### src/rtl/pwm_scheduler.sv
// Shared PWM time base with double-buffered per-channel rising/falling compare values.
// Define PWM_SCHEDULER_CENTER_ALIGNED_EN for an up/down counter with a counting_down output.
module pwm_scheduler #(
  parameter int bitwidth         = 10,
  parameter int channels         = 4,
  parameter int chan_index_width = 2
) (
  input  logic                         clock,
  input  logic                         reset,
  input  logic                         enable,
  input  logic [bitwidth-1:0]          period,
  input  logic                         wr_valid,
  output logic                         wr_ready,
  input  logic [chan_index_width-1:0]  wr_channel,
  input  logic [bitwidth-1:0]          wr_rising,
  input  logic [bitwidth-1:0]          wr_falling,
  input  logic                         commit,
  output logic                         commit_pending,
  output logic [bitwidth-1:0]          counter,
  output logic [channels*bitwidth-1:0] rising_edges,
  output logic [channels*bitwidth-1:0] falling_edges,
`ifdef PWM_SCHEDULER_CENTER_ALIGNED_EN
  output logic                         counting_down,
`endif
  output logic                         period_start
);

  typedef enum logic [1:0] {STOPPED, RUNNING, COMMIT_WAIT} state_t;

  state_t              state_q, state_d;
  logic [bitwidth-1:0] counter_q, counter_d;
  logic [bitwidth-1:0] period_latched_q, period_latched_d;
  logic [bitwidth-1:0] shadow_rise_q [channels];
  logic [bitwidth-1:0] shadow_rise_d [channels];
  logic [bitwidth-1:0] shadow_fall_q [channels];
  logic [bitwidth-1:0] shadow_fall_d [channels];
  logic [bitwidth-1:0] active_rise_q [channels];
  logic [bitwidth-1:0] active_rise_d [channels];
  logic [bitwidth-1:0] active_fall_q [channels];
  logic [bitwidth-1:0] active_fall_d [channels];

  logic [bitwidth-1:0] step_counter;
  logic                step_boundary;
  logic                wr_fire;
  logic                apply_commit;

`ifdef PWM_SCHEDULER_CENTER_ALIGNED_EN
  logic dir_q, dir_d;
  logic step_down;
  logic going_down;

  // Up to the top, back down; the boundary is the down-count arrival at 0.
  always_comb begin
    going_down    = dir_q || (counter_q == period_latched_q);
    step_counter  = going_down ? counter_q - bitwidth'(1) : counter_q + bitwidth'(1);
    step_boundary = going_down && (step_counter == '0);
    step_down     = going_down && !step_boundary;
    if (period_latched_q == '0) begin
      step_counter  = '0;
      step_boundary = 1'b1;
      step_down     = 1'b0;
    end
  end
`else
  always_comb begin
    step_boundary = (counter_q == period_latched_q);
    step_counter  = step_boundary ? '0 : counter_q + bitwidth'(1);
  end
`endif

  assign wr_fire = wr_valid && (state_q != COMMIT_WAIT);

  always_comb begin
    state_d          = state_q;
    counter_d        = counter_q;
    period_latched_d = period_latched_q;
    shadow_rise_d    = shadow_rise_q;
    shadow_fall_d    = shadow_fall_q;
    active_rise_d    = active_rise_q;
    active_fall_d    = active_fall_q;
    apply_commit     = 1'b0;
`ifdef PWM_SCHEDULER_CENTER_ALIGNED_EN
    dir_d            = dir_q;
`endif

    // Out-of-range channel indices match no entry and are silently dropped.
    for (int i = 0; i < channels; i++) begin
      if (wr_fire && (int'(wr_channel) == i)) begin
        shadow_rise_d[i] = wr_rising;
        shadow_fall_d[i] = wr_falling;
      end
    end

    case (state_q)
      STOPPED: begin
        counter_d = '0;
`ifdef PWM_SCHEDULER_CENTER_ALIGNED_EN
        dir_d     = 1'b0;
`endif
        apply_commit = commit;
        if (enable) begin
          state_d          = RUNNING;
          period_latched_d = period;
        end
      end
      RUNNING, COMMIT_WAIT: begin
        if (!enable) begin
          state_d      = STOPPED;
          counter_d    = '0;
          apply_commit = (state_q == COMMIT_WAIT) || commit;
`ifdef PWM_SCHEDULER_CENTER_ALIGNED_EN
          dir_d        = 1'b0;
`endif
        end else begin
          counter_d = step_counter;
`ifdef PWM_SCHEDULER_CENTER_ALIGNED_EN
          dir_d     = step_down;
`endif
          if (step_boundary) period_latched_d = period;
          if (state_q == COMMIT_WAIT) begin
            if (step_boundary) begin
              apply_commit = 1'b1;
              state_d      = RUNNING;
            end
          end else if (commit) begin
            state_d = COMMIT_WAIT;
          end
        end
      end
      default: state_d = STOPPED;
    endcase

    if (apply_commit) begin
      active_rise_d = shadow_rise_d;
      active_fall_d = shadow_fall_d;
    end
  end

  always_ff @(posedge clock) begin
    if (reset) begin
      state_q          <= STOPPED;
      counter_q        <= '0;
      period_latched_q <= '0;
      shadow_rise_q    <= '{default: '0};
      shadow_fall_q    <= '{default: '0};
      active_rise_q    <= '{default: '0};
      active_fall_q    <= '{default: '0};
`ifdef PWM_SCHEDULER_CENTER_ALIGNED_EN
      dir_q            <= 1'b0;
`endif
    end else begin
      state_q          <= state_d;
      counter_q        <= counter_d;
      period_latched_q <= period_latched_d;
      shadow_rise_q    <= shadow_rise_d;
      shadow_fall_q    <= shadow_fall_d;
      active_rise_q    <= active_rise_d;
      active_fall_q    <= active_fall_d;
`ifdef PWM_SCHEDULER_CENTER_ALIGNED_EN
      dir_q            <= dir_d;
`endif
    end
  end

  always_comb begin
    rising_edges  = '0;
    falling_edges = '0;
    for (int i = 0; i < channels; i++) begin
      rising_edges[i*bitwidth +: bitwidth]  = active_rise_q[i];
      falling_edges[i*bitwidth +: bitwidth] = active_fall_q[i];
    end
  end

  assign counter        = counter_q;
  assign wr_ready       = (state_q != COMMIT_WAIT);
  assign commit_pending = (state_q == COMMIT_WAIT);
  assign period_start   = (counter_q == '0) && (state_q != STOPPED);
`ifdef PWM_SCHEDULER_CENTER_ALIGNED_EN
  assign counting_down  = dir_q;
`endif

endmodule

### config.mk
export PLATFORM = sky130hd
export DESIGN_NAME = pwm_scheduler
export DESIGN_NICKNAME = d
export VERILOG_FILES = /design/src/rtl/pwm_scheduler.sv
export SDC_FILE = /design/constraint.sdc
export NUM_CORES = 1
export LEC_CHECK = 0
export ABC_CLOCK_PERIOD_IN_PS = 2440
export BUFFER_PORTS_ARGS = -buffer_cell sky130_fd_sc_hd__buf_2
export CAP_MARGIN = 20
export CORE_MARGIN = 5
export CORE_UTILIZATION = 40
export CTS_CLUSTER_DIAMETER = 40
export DETAILED_ROUTE_END_ITERATION = 10
export SYNTH_ARGS = -nofsm -noshare
export SYNTH_HDL_FRONTEND = slang
export SYNTH_SLANG_ARGS = --single-unit
export TNS_END_PERCENT = 50
### constraint.sdc
create_clock -name clock -period 2.44 [get_ports clock]
set_clock_uncertainty 0.15 [all_clocks]
set_input_delay 0.244 -clock clock [delete_from_list [all_inputs] [get_ports clock]]
set_output_delay 0.244 -clock clock [all_outputs]
set_load 0.005 [all_outputs]
==> flow_summary.yaml, run 1 <==
synth:
  async_flop_share_pct: 0
  synth_warnings: 0
  ys_ff_latch: 182
  ys_seq_area_share_pct: 49.4
  synth_area_leaders: "dfxtp_1 (49%), mux2_2 (12%), nand2_1 (9.9%)"
  synth_edf_count: 0
  synth_flop_cell: "dfxtp_1"
  yosysUniqueCellTypes: 39
  synthCells: 776
  syn_area_um2: 7380
  synth_top_cell_area_share_pct: 49.4
  syn_avg_cell_area_um2: 9.50
  yosys-top-cells-count: "nand2_1 (194), dfxtp_1 (182), a21oi_1 (84)"
  yosysMostFrequentCell: "nand2_1"
  yosysTopAreaCell: "dfxtp_1"
  synth_nets: 819
sta:
  fmax_mhz: 446
  whs_ns: 0.0195
  slew_viol_final: 0
  rsz0062_at_grt: "no"
  final_min_period_over_clock_period_pct: 91.8
  hold_violations: 0
  slew_headroom_pct: 60.4
  worst_pin_slew_ns: 0.593
  setup_tns_ns: 0
  period_minus_slack_ns: 2.24
  final-setup-viol-count: 0
critical_path:
  worstPathArrival_ns: 2.41
  cp-start-kind: "flop"
  path_class: "reg2reg"
  cp.required_ns: 2.61
  cp_max_fo: 19
  cp-end-kind: "flop"
clock_network:
  cts.clk_slew.worst_paths_ns: 0.07
  clock_tree.root_cell: "clkbuf_16"
  cts_tree: "yes"
  h-tree-depth: 4
  cts_sinks: 182
  cts_max_path_buffers: 2
  cts_buffers: 17
  insertion_delay_ns: 0.43
grt:
  grt_max_degree: 66
  grt_pass1_vias: 5337
  grt_pass1_wl_um: 28700
  globalRouteTotalUtil_pct: 16.7
  antenna_found_initial: 2
  grt_overflow: 0
power_and_ir_drop:
  pwr-share-clk_pct: 37.1
  seqPwrFrac_pct: 44.6
  powerDensity_nw_per_um2: 792
  internal_power_uw: 5270
  power.share.switching_pct: 27.3
  power_uw: 7250
  cellLeakagePower_uw: 0.00419
  vdd_ir_drop_max_uv: 494
  p_comb_share_pct: 18.3
  p_switching_uw: 1980
die:
  die_h_um: 146
  die_area_um2: 21300
  initial_core_util_pct: 40.8
  core_um2: 18100
  ios: 130
  die_width_um: 146
  rows: 49
placed_design:
  io_buffer_count: 129
  globalplace.congestion: 0.812
  dp.final_hpwl_um: 12200
drt:
  ant_nets: 0
  wl_per_cell_um: 15.4
  post-route-drc-count: 0
  drt_iter0_markers: 353
  vias_per_cell: 4.78
  vias: 5620
  first_pass_iters: 4
  wl_um: 18100
worst_hold_path:
  min-delay-path-class: "in2reg"
run:
  drv_cap: 0
cells_and_area:
  fin_util_pct: 50.6
  finalNetCount: 974
  drive_above_1_share_pct: 29.2
  syn2layout_area_growth_pct: 24.0
run_status:
  status: "finished, final reports clean"
placed cells by master, fill, tap and decap left out, types with 3 or more instances in the layout:
cell	n
nand2_1	194
nand4_1	3
a21oi_1	84
nor2_1	3
clkbuf_16	17
ha_1	6
clkinv_2	3
dlygate4sd3_1	29
xnor2_1	10
mux2i_1	14
buf_2	128
clkinvlp_4	6
or4_1	3
nor4_1	10
and2b_1	80
buf_4	28
nand3_1	8
inv_1	10
and3_1	4
mux2_2	80
o21ai_0	9
dfxtp_1	182
buf_12	4
final timing paths:
kind / end / depth (start not counted) / slack (ns) / from
min: shadow_fall_q[30] / 3 / 0.02 / wr_falling[0]
max: falling_edges[3] / 8 / 0.20 / state_q[0]
min reg2reg: shadow_rise_q[33] / 2 / 0.30 / shadow_rise_q[33]
max reg2reg: falling_edges[3] / 8 / 0.20 / state_q[0]
cell families after synthesis:
logic type	Yosys count	share of synthesized area (%)
mux	94	14.1
simple gates	317	21.6
buf+inv	63	5.21
compound gates	104	7.51
fa+ha+maj	6	1.02
flops	182	49.4
xor+xnor	10	1.19
per-layer routing:
layer	global-route usage, %	vias up	routed length, µm
met2	25.6	121	8210
met5	0	-	0
li1	-	2876	-
met1	22.9	2608	8640
met3	5.11	15	1000
met4	4.27	0	242
per-stage QoR:
stage / instances / worst slack, ns / cell area, µm²
after floorplan: 776 / 0.349 / 7380
after global placement: 1112 / 0.230 / 8270
after detailed placement: 1112 / 0.212 / 8270
after CTS: 1173 / 0.189 / 9140
after global routing: 1175 / 0.0451 / 9150
final: 1175 / 0.200 / 9150
final cells by class:
cell class              instances  area, µm²
inverters                      10       37.5
flip-flops and latches        182       3640
fillers                      1668       8940
repair buffers                189       1220
clock buffers                  17        425
well taps                     229        287
diodes                          2       5.00
multi-input cells             531       3370
clock inverters                15        155
registers in the layout, summed over array words and instances (netlist names):
name              flops
falling_edges        40
rising_edges         40
shadow_fall_q        40
shadow_rise_q        40
counter              10
period_latched_q     10
state_q               2
critical path, cell delays in order, from the launching register on:
cell      delay, ns
dfxtp_1        0.35
inv_1          0.08
ha_1           0.28
nand2b_1       0.24
or3_1          0.35
buf_4          0.23
nand2_1        0.09
a21oi_1        0.08
mux2_2         0.28
timing repair:
action                                 in CTS  in global routing
setup buffers                               0                  0
endpoints found under the hold margin      66                  0
resized for setup                           0                  0
hold buffers                               29                  0
power by group through the flow:
stage          Combinational, µW  Sequential (µW)  Clock [µW]
3_3_place_gp                1300             3290           0
4_1_cts                     1340             3230        2760
2_1_floorplan                926             3290           0
3_5_place_dp                1300             3300           0
6_report                    1330             3230        2690
5_1_grt                     1440             3250        2890
Note: power is estimated with default switching activity, not from simulation.
==> run 2: changes to the inputs <==
--- a/config.mk
+++ b/config.mk
@@ -12,6 +12,7 @@
 export CORE_UTILIZATION = 40
 export CTS_CLUSTER_DIAMETER = 40
 export DETAILED_ROUTE_END_ITERATION = 10
+export HOLD_SLACK_MARGIN = 0.08
 export SYNTH_ARGS = -nofsm -noshare
 export SYNTH_HDL_FRONTEND = slang
 export SYNTH_SLANG_ARGS = --single-unit
==> run 2 against run 1 <==
  * Combinational power hardly changed
  * Wire length is 0.22% lower
  * Count of clock-buffer cells in the layout unchanged
  * Non-clock buffer count is 4 higher
  * Sequential cell count unchanged
  * Die area is the same
  * First-iteration DRC count up 8.8%
  * Sequential share of layout area fell by 0.18 points
  * Cell count increased by 0.34%
  * Total power barely moved
  * Critical path type unchanged
  * Largest cell class unchanged
  * Largest power group unchanged
==> flow_summary.yaml, run 2 (same netlist as run 1, synthesis figures left out) <==
run_status:
  status: "finished, final reports clean"
die:
  die_area_um2: 21300
  initial_core_util_pct: 40.8
  die_h_um: 146
  core_um2: 18100
  ios: 130
  rows: 49
  die_width_um: 146
critical_path:
  cp-end-kind: "flop"
  cp-start-kind: "flop"
  path_class: "reg2reg"
  path_buf_inv: 2
  cp.required_ns: 2.65
  worstPathArrival_ns: 2.49
  crit_chain: "inv_1 > ha_1 > nand2b_2 > nor3_2 > dlygate4sd3_1 > nand2_1 > a21oi_1 > mux2_2"
  cp_max_fo: 7
  slowest_stage: "dlygate4sd3_1"
  max_stage_delay_ns: 0.57
  rrSetupSlack_ns: 0.16
  cp_top_family: "buffers and inverters"
cells_and_area:
  n_fill_cell: 1668
  finalNetCount: 978
  final_cells: 1179
  layout_common_cells: "nand2_1 (194), dfxtp_1 (182), buf_2 (128)"
  fin_util_pct: 50.8
  syn2layout_area_growth_pct: 24.6
  mostFrequentLayoutCell: "nand2_1"
  ff_latch_area_um2: 3640
  drive_above_1_share_pct: 29.2
  multi_input_area_um2: 3370
power_and_ir_drop:
  power_uw: 7250
  cellLeakagePower_uw: 0.00421
  vdd_ir_drop_max_uv: 487
  powerDensity_nw_per_um2: 789
grt:
  globalRouteTotalUtil_pct: 16.7
  grt_pass1_wl_um: 28800
  grt_pass1_vias: 5367
  grt_max_degree: 66
  grt_overflow: 0
  antenna_found_initial: 2
sta:
  period_minus_slack_ns: 2.28
  setup_tns_ns: 0
  hold_violations: 0
  final_min_period_over_clock_period_pct: 93.4
  fmax_mhz: 439
  slew_headroom_pct: 60.2
  fin_ws_ns: 0.160
  final-setup-viol-count: 0
  rsz0062_at_grt: "no"
  worst_pin_slew_ns: 0.597
  slew_viol_final: 0
clock_network:
  cts_tree: "yes"
  cts_sinks: 182
  h-tree-depth: 4
  cts_setup_buffers: 0
  cts.clk_slew.worst_paths_ns: 0.07
  insertion_delay_ns: 0.42
  cts_max_path_buffers: 2
  cts_buffers: 17
  clock_tree.root_cell: "clkbuf_16"
drt:
  vias: 5635
  drt_iter0_markers: 384
  wl_per_cell_um: 15.3
  wl_um: 18100
  ant_nets: 0
  post-route-drc-count: 0
  vias_per_cell: 4.78
  first_pass_iters: 4
placed_design:
  globalplace.congestion: 0.812
  dp_slack_ns: 0.212
  dp.cells: 1112
  dp.final_hpwl_um: 12200
  io_buffer_count: 129
worst_hold_path:
  min-delay-path-class: "in2reg"
run:
  drv_cap: 0
==> run 2: final cells by class <==
type	instances	area share, %
inverter	10	0.409
clock buffer	17	4.63
sequential	182	39.7
antenna	2	0.0545
multi-input combinational	531	36.7
clock inverter	15	1.69
tap	229	3.12
timing repair buffer	193	13.7
==> run 2: metrics by stage <==
step / hold WS (ns) / cell area [µm²]
finish: 0.152 / 9190
global route: 0.177 / 9190
CTS: 0.123 / 9180
detailed placement: 0.299 / 8270
global placement: 0.296 / 8270
floorplan: 0.233 / 7380
==> run 2: path summary, 6_finish.rpt <==
kind / from / endpoint / cells after the start
max: state_q[0] / rising_edges[9] / 8
min: enable / state_q[1] / 4
max reg2reg: state_q[0] / rising_edges[9] / 8
min reg2reg: shadow_rise_q[32] / shadow_rise_q[32] / 2
==> run 2: report_power, final <==
group,leakage (µW),internal (µW),switching [µW]
Clock,0.000268,1510,1180
Combinational,0.00247,621,712
Sequential,0.00148,3140,87.4
Total,0.00421,5270,1970
==> run 2: what timing repair did <==
item                                    in CTS  in global routing
hold endpoints to repair                    91                  0
hold buffers                                33                  0
endpoints found under the setup margin       0                  1
gates resized for setup                      0                  1
==> run 2: tightest hold or removal path: stages <==
cell and delay, ns:
buf_2 0.14, nand2_1 0.07, o2bb2ai_1 0.10, o32ai_1 0.12
==> run 2: routing by layer <==
layer  vias to the layer above  wire length [µm]  share of wire [%]  track usage [%]
li1                       2884                 -                  -                -
met1                      2623              8400                 47             23.0
met2                       116              8340                 46             25.8
met3                        12              1130                6.3             5.11
met4                         0               189                1.0             4.23
met5                         -                 0                  0                0
==> run 3: changes to the inputs <==
--- a/config.mk
+++ b/config.mk
@@ -13,6 +13,8 @@
 export CTS_CLUSTER_DIAMETER = 40
 export DETAILED_ROUTE_END_ITERATION = 10
 export HOLD_SLACK_MARGIN = 0.08
+export PLACE_DENSITY = 0.69
+export SETUP_SLACK_MARGIN = 0.4
 export SYNTH_ARGS = -nofsm -noshare
 export SYNTH_HDL_FRONTEND = slang
 export SYNTH_SLANG_ARGS = --single-unit
==> constraint.sdc (replaced) <==
create_clock -name clock -period 2.44 [get_ports clock]
set_clock_uncertainty 0.15 [all_clocks]
set_input_delay 0 -clock clock [delete_from_list [all_inputs] [get_ports clock]]
set_output_delay 0 -clock clock [all_outputs]
set_load 0.005 [all_outputs]
==> run 3 against run 2 <==
  * Critical path depth is 2 lower
  * Setup slack better by 0.24 ns
  * Cell count is 0.51% higher
  * Final area is 2.7% higher
  * Non-clock buffer count is 8 higher
  * Utilization is 1.4 points higher
  * Total power is 5.0% higher
  * Via count is 4.0% higher
  * Sequential cell count stayed put
  * Critical endpoint is now counter[9]
==> flow_summary.yaml, run 3 (same netlist as run 1, synthesis figures left out) <==
run_status:
  status: "finished, final reports clean"
critical_path:
  path_buf_inv: 1
  cp.required_ns: 2.64
  worstRegToRegCells: 6
  cp-end-kind: "flop"
  cp_top_family: "simple AND/OR/NAND/NOR gates"
  r2r_end: "counter[9]"
  path_class: "reg2reg"
  rrSetupSlack_ns: 0.40
  crit_cells: 6
  slowest_stage: "or4_1"
  rr_startpoint: "counter[0]"
  cp_max_fo: 5
  max_stage_delay_ns: 0.49
  worstPathArrival_ns: 2.24
  crit_chain: "buf_4 > and3_2 > nand4_1 > or4_1 > a211o_1 > a21oi_1"
  cp-start-kind: "flop"
clock_network:
  insertion_delay_ns: 0.42
  cts_buffers: 17
  cts_sinks: 182
  cts_tree: "yes"
  cts.clk_slew.worst_paths_ns: 0.07
  h-tree-depth: 4
  cts_max_path_buffers: 2
  clock_tree.root_cell: "clkbuf_16"
die:
  initial_core_util_pct: 40.8
  die_h_um: 146
  core_um2: 18100
  rows: 49
  die_width_um: 146
  die_area_um2: 21300
  ios: 130
cells_and_area:
  drive_above_1_share_pct: 31.6
  finalNetCount: 986
  layout_common_cells: "nand2_1 (194), dfxtp_1 (174), buf_2 (128)"
  final_cells: 1185
  design_area_um2: 9440
  mostFrequentLayoutCell: "nand2_1"
  fin_util_pct: 52.2
  diodes: 0
  syn2layout_area_growth_pct: 28.0
placed_design:
  globalplace.congestion: 0.873
  io_buffer_count: 129
  dp.final_hpwl_um: 11900
  dp.cells: 1111
  place_area_um2: 8280
worst_hold_path:
  min_from: "period[3]"
  hold_end: "period_latched_q[3]"
  min-delay-path-class: "in2reg"
  whs_path_depth: 4
sta:
  period_minus_slack_ns: 2.04
  setup_tns_ns: 0
  rsz0062_at_grt: "yes"
  whs_ns: 0.215
  hold_violations: 0
  slew_viol_final: 0
  fmax_mhz: 491
  slew_headroom_pct: 49.0
  final_min_period_over_clock_period_pct: 83.5
  worst_pin_slew_ns: 0.765
  final-setup-viol-count: 0
run:
  drv_cap: 0
drt:
  drt_iter0_markers: 255
  wl_per_cell_um: 16.2
  wl_um: 19200
  ant_nets: 0
  vias: 5862
  post-route-drc-count: 0
  vias_per_cell: 4.95
  first_pass_iters: 4
power_and_ir_drop:
  cellLeakagePower_uw: 0.00430
  pwr-share-clk_pct: 36.0
  vdd_ir_drop_max_uv: 480
  p_comb_share_pct: 21.5
  p_switching_uw: 2120
  power.share.switching_pct: 27.8
  powerDensity_nw_per_um2: 807
  internal_power_uw: 5490
  seqPwrFrac_pct: 42.5
grt:
  globalRouteTotalUtil_pct: 18.0
  grt_overflow: 0
  antenna_found_initial: 0
  grt_max_degree: 77
  grt_pass1_vias: 5737
  grt_pass1_wl_um: 30500
## run 3: cell types whose count changed in the layout (fill, tap and decap cells not counted), moves of 3 or more
| cell | change |
|---|---|
| dlygate4sd3_1 | +3 |
| inv_6 | +3 |
| dfxtp_1 | -8 |
| dfxtp_2 | +7 |
| clkinv_2 | -3 |
| buf_16 | +3 |
## run 3: timing repair
item,CTS,global route
setup buffers,2,1
pin swaps,3,4
endpoints found under the hold margin,175,0
setup endpoints to repair,80,93
cloned,3,0
hold buffers,37,0
resized for setup,15,15
## run 3: cell type report
| type | count | area (µm²) |
|---|---|---|
| fillers | 1654 | 8650 |
| flip-flops and latches | 182 | 3660 |
| multi-input cells | 531 | 3460 |
| repair buffers | 201 | 1410 |
| clock buffers | 20 | 447 |
| well taps | 229 | 287 |
| clock inverters | 12 | 143 |
| inverters | 10 | 37.5 |
## run 3: per-stage QoR
| stage | power [µW] | worst slack [ns] |
|---|---|---|
| floorplan | 4230 | 0.418 |
| global placement | 4590 | 0.282 |
| detailed placement | 4600 | 0.241 |
| CTS | 7630 | 0.405 |
| global route | 7940 | 0.267 |
| finish | 7610 | 0.402 |
## run 3: per-layer routing
layer | share of wire (%) | track usage [%]
met5 | 0 | 0
met1 | 46 | 22.5
met4 | 2.6 | 7.31
met2 | 46 | 28.9
met3 | 5.4 | 5.36
## run 3: worst max path at each step
stage               start          endpoint
2_1_floorplan  state_q[0]  falling_edges[0]
3_3_place_gp   state_q[0]  falling_edges[2]
3_5_place_dp   state_q[0]   rising_edges[8]
4_1_cts        counter[0]        counter[9]
5_1_grt        counter[0]        counter[9]
6_report       counter[0]        counter[9]
## run 3: power groups by stage
stage / Combinational, µW / Sequential [µW] / Clock [µW]
after floorplan: 942 / 3290 / 0
after global placement: 1290 / 3290 / 0
after detailed placement: 1310 / 3300 / 0
after CTS: 1590 / 3230 / 2810
after global routing: 1760 / 3250 / 2930
final: 1640 / 3240 / 2740
## run 3: worst reg2reg max path, cell delays in order (launching register included)
cell     delay (ns)
dfxtp_1        0.36
buf_4          0.15
and3_2         0.21
nand4_1        0.17
or4_1          0.50
a211o_1        0.27
a21oi_1        0.15
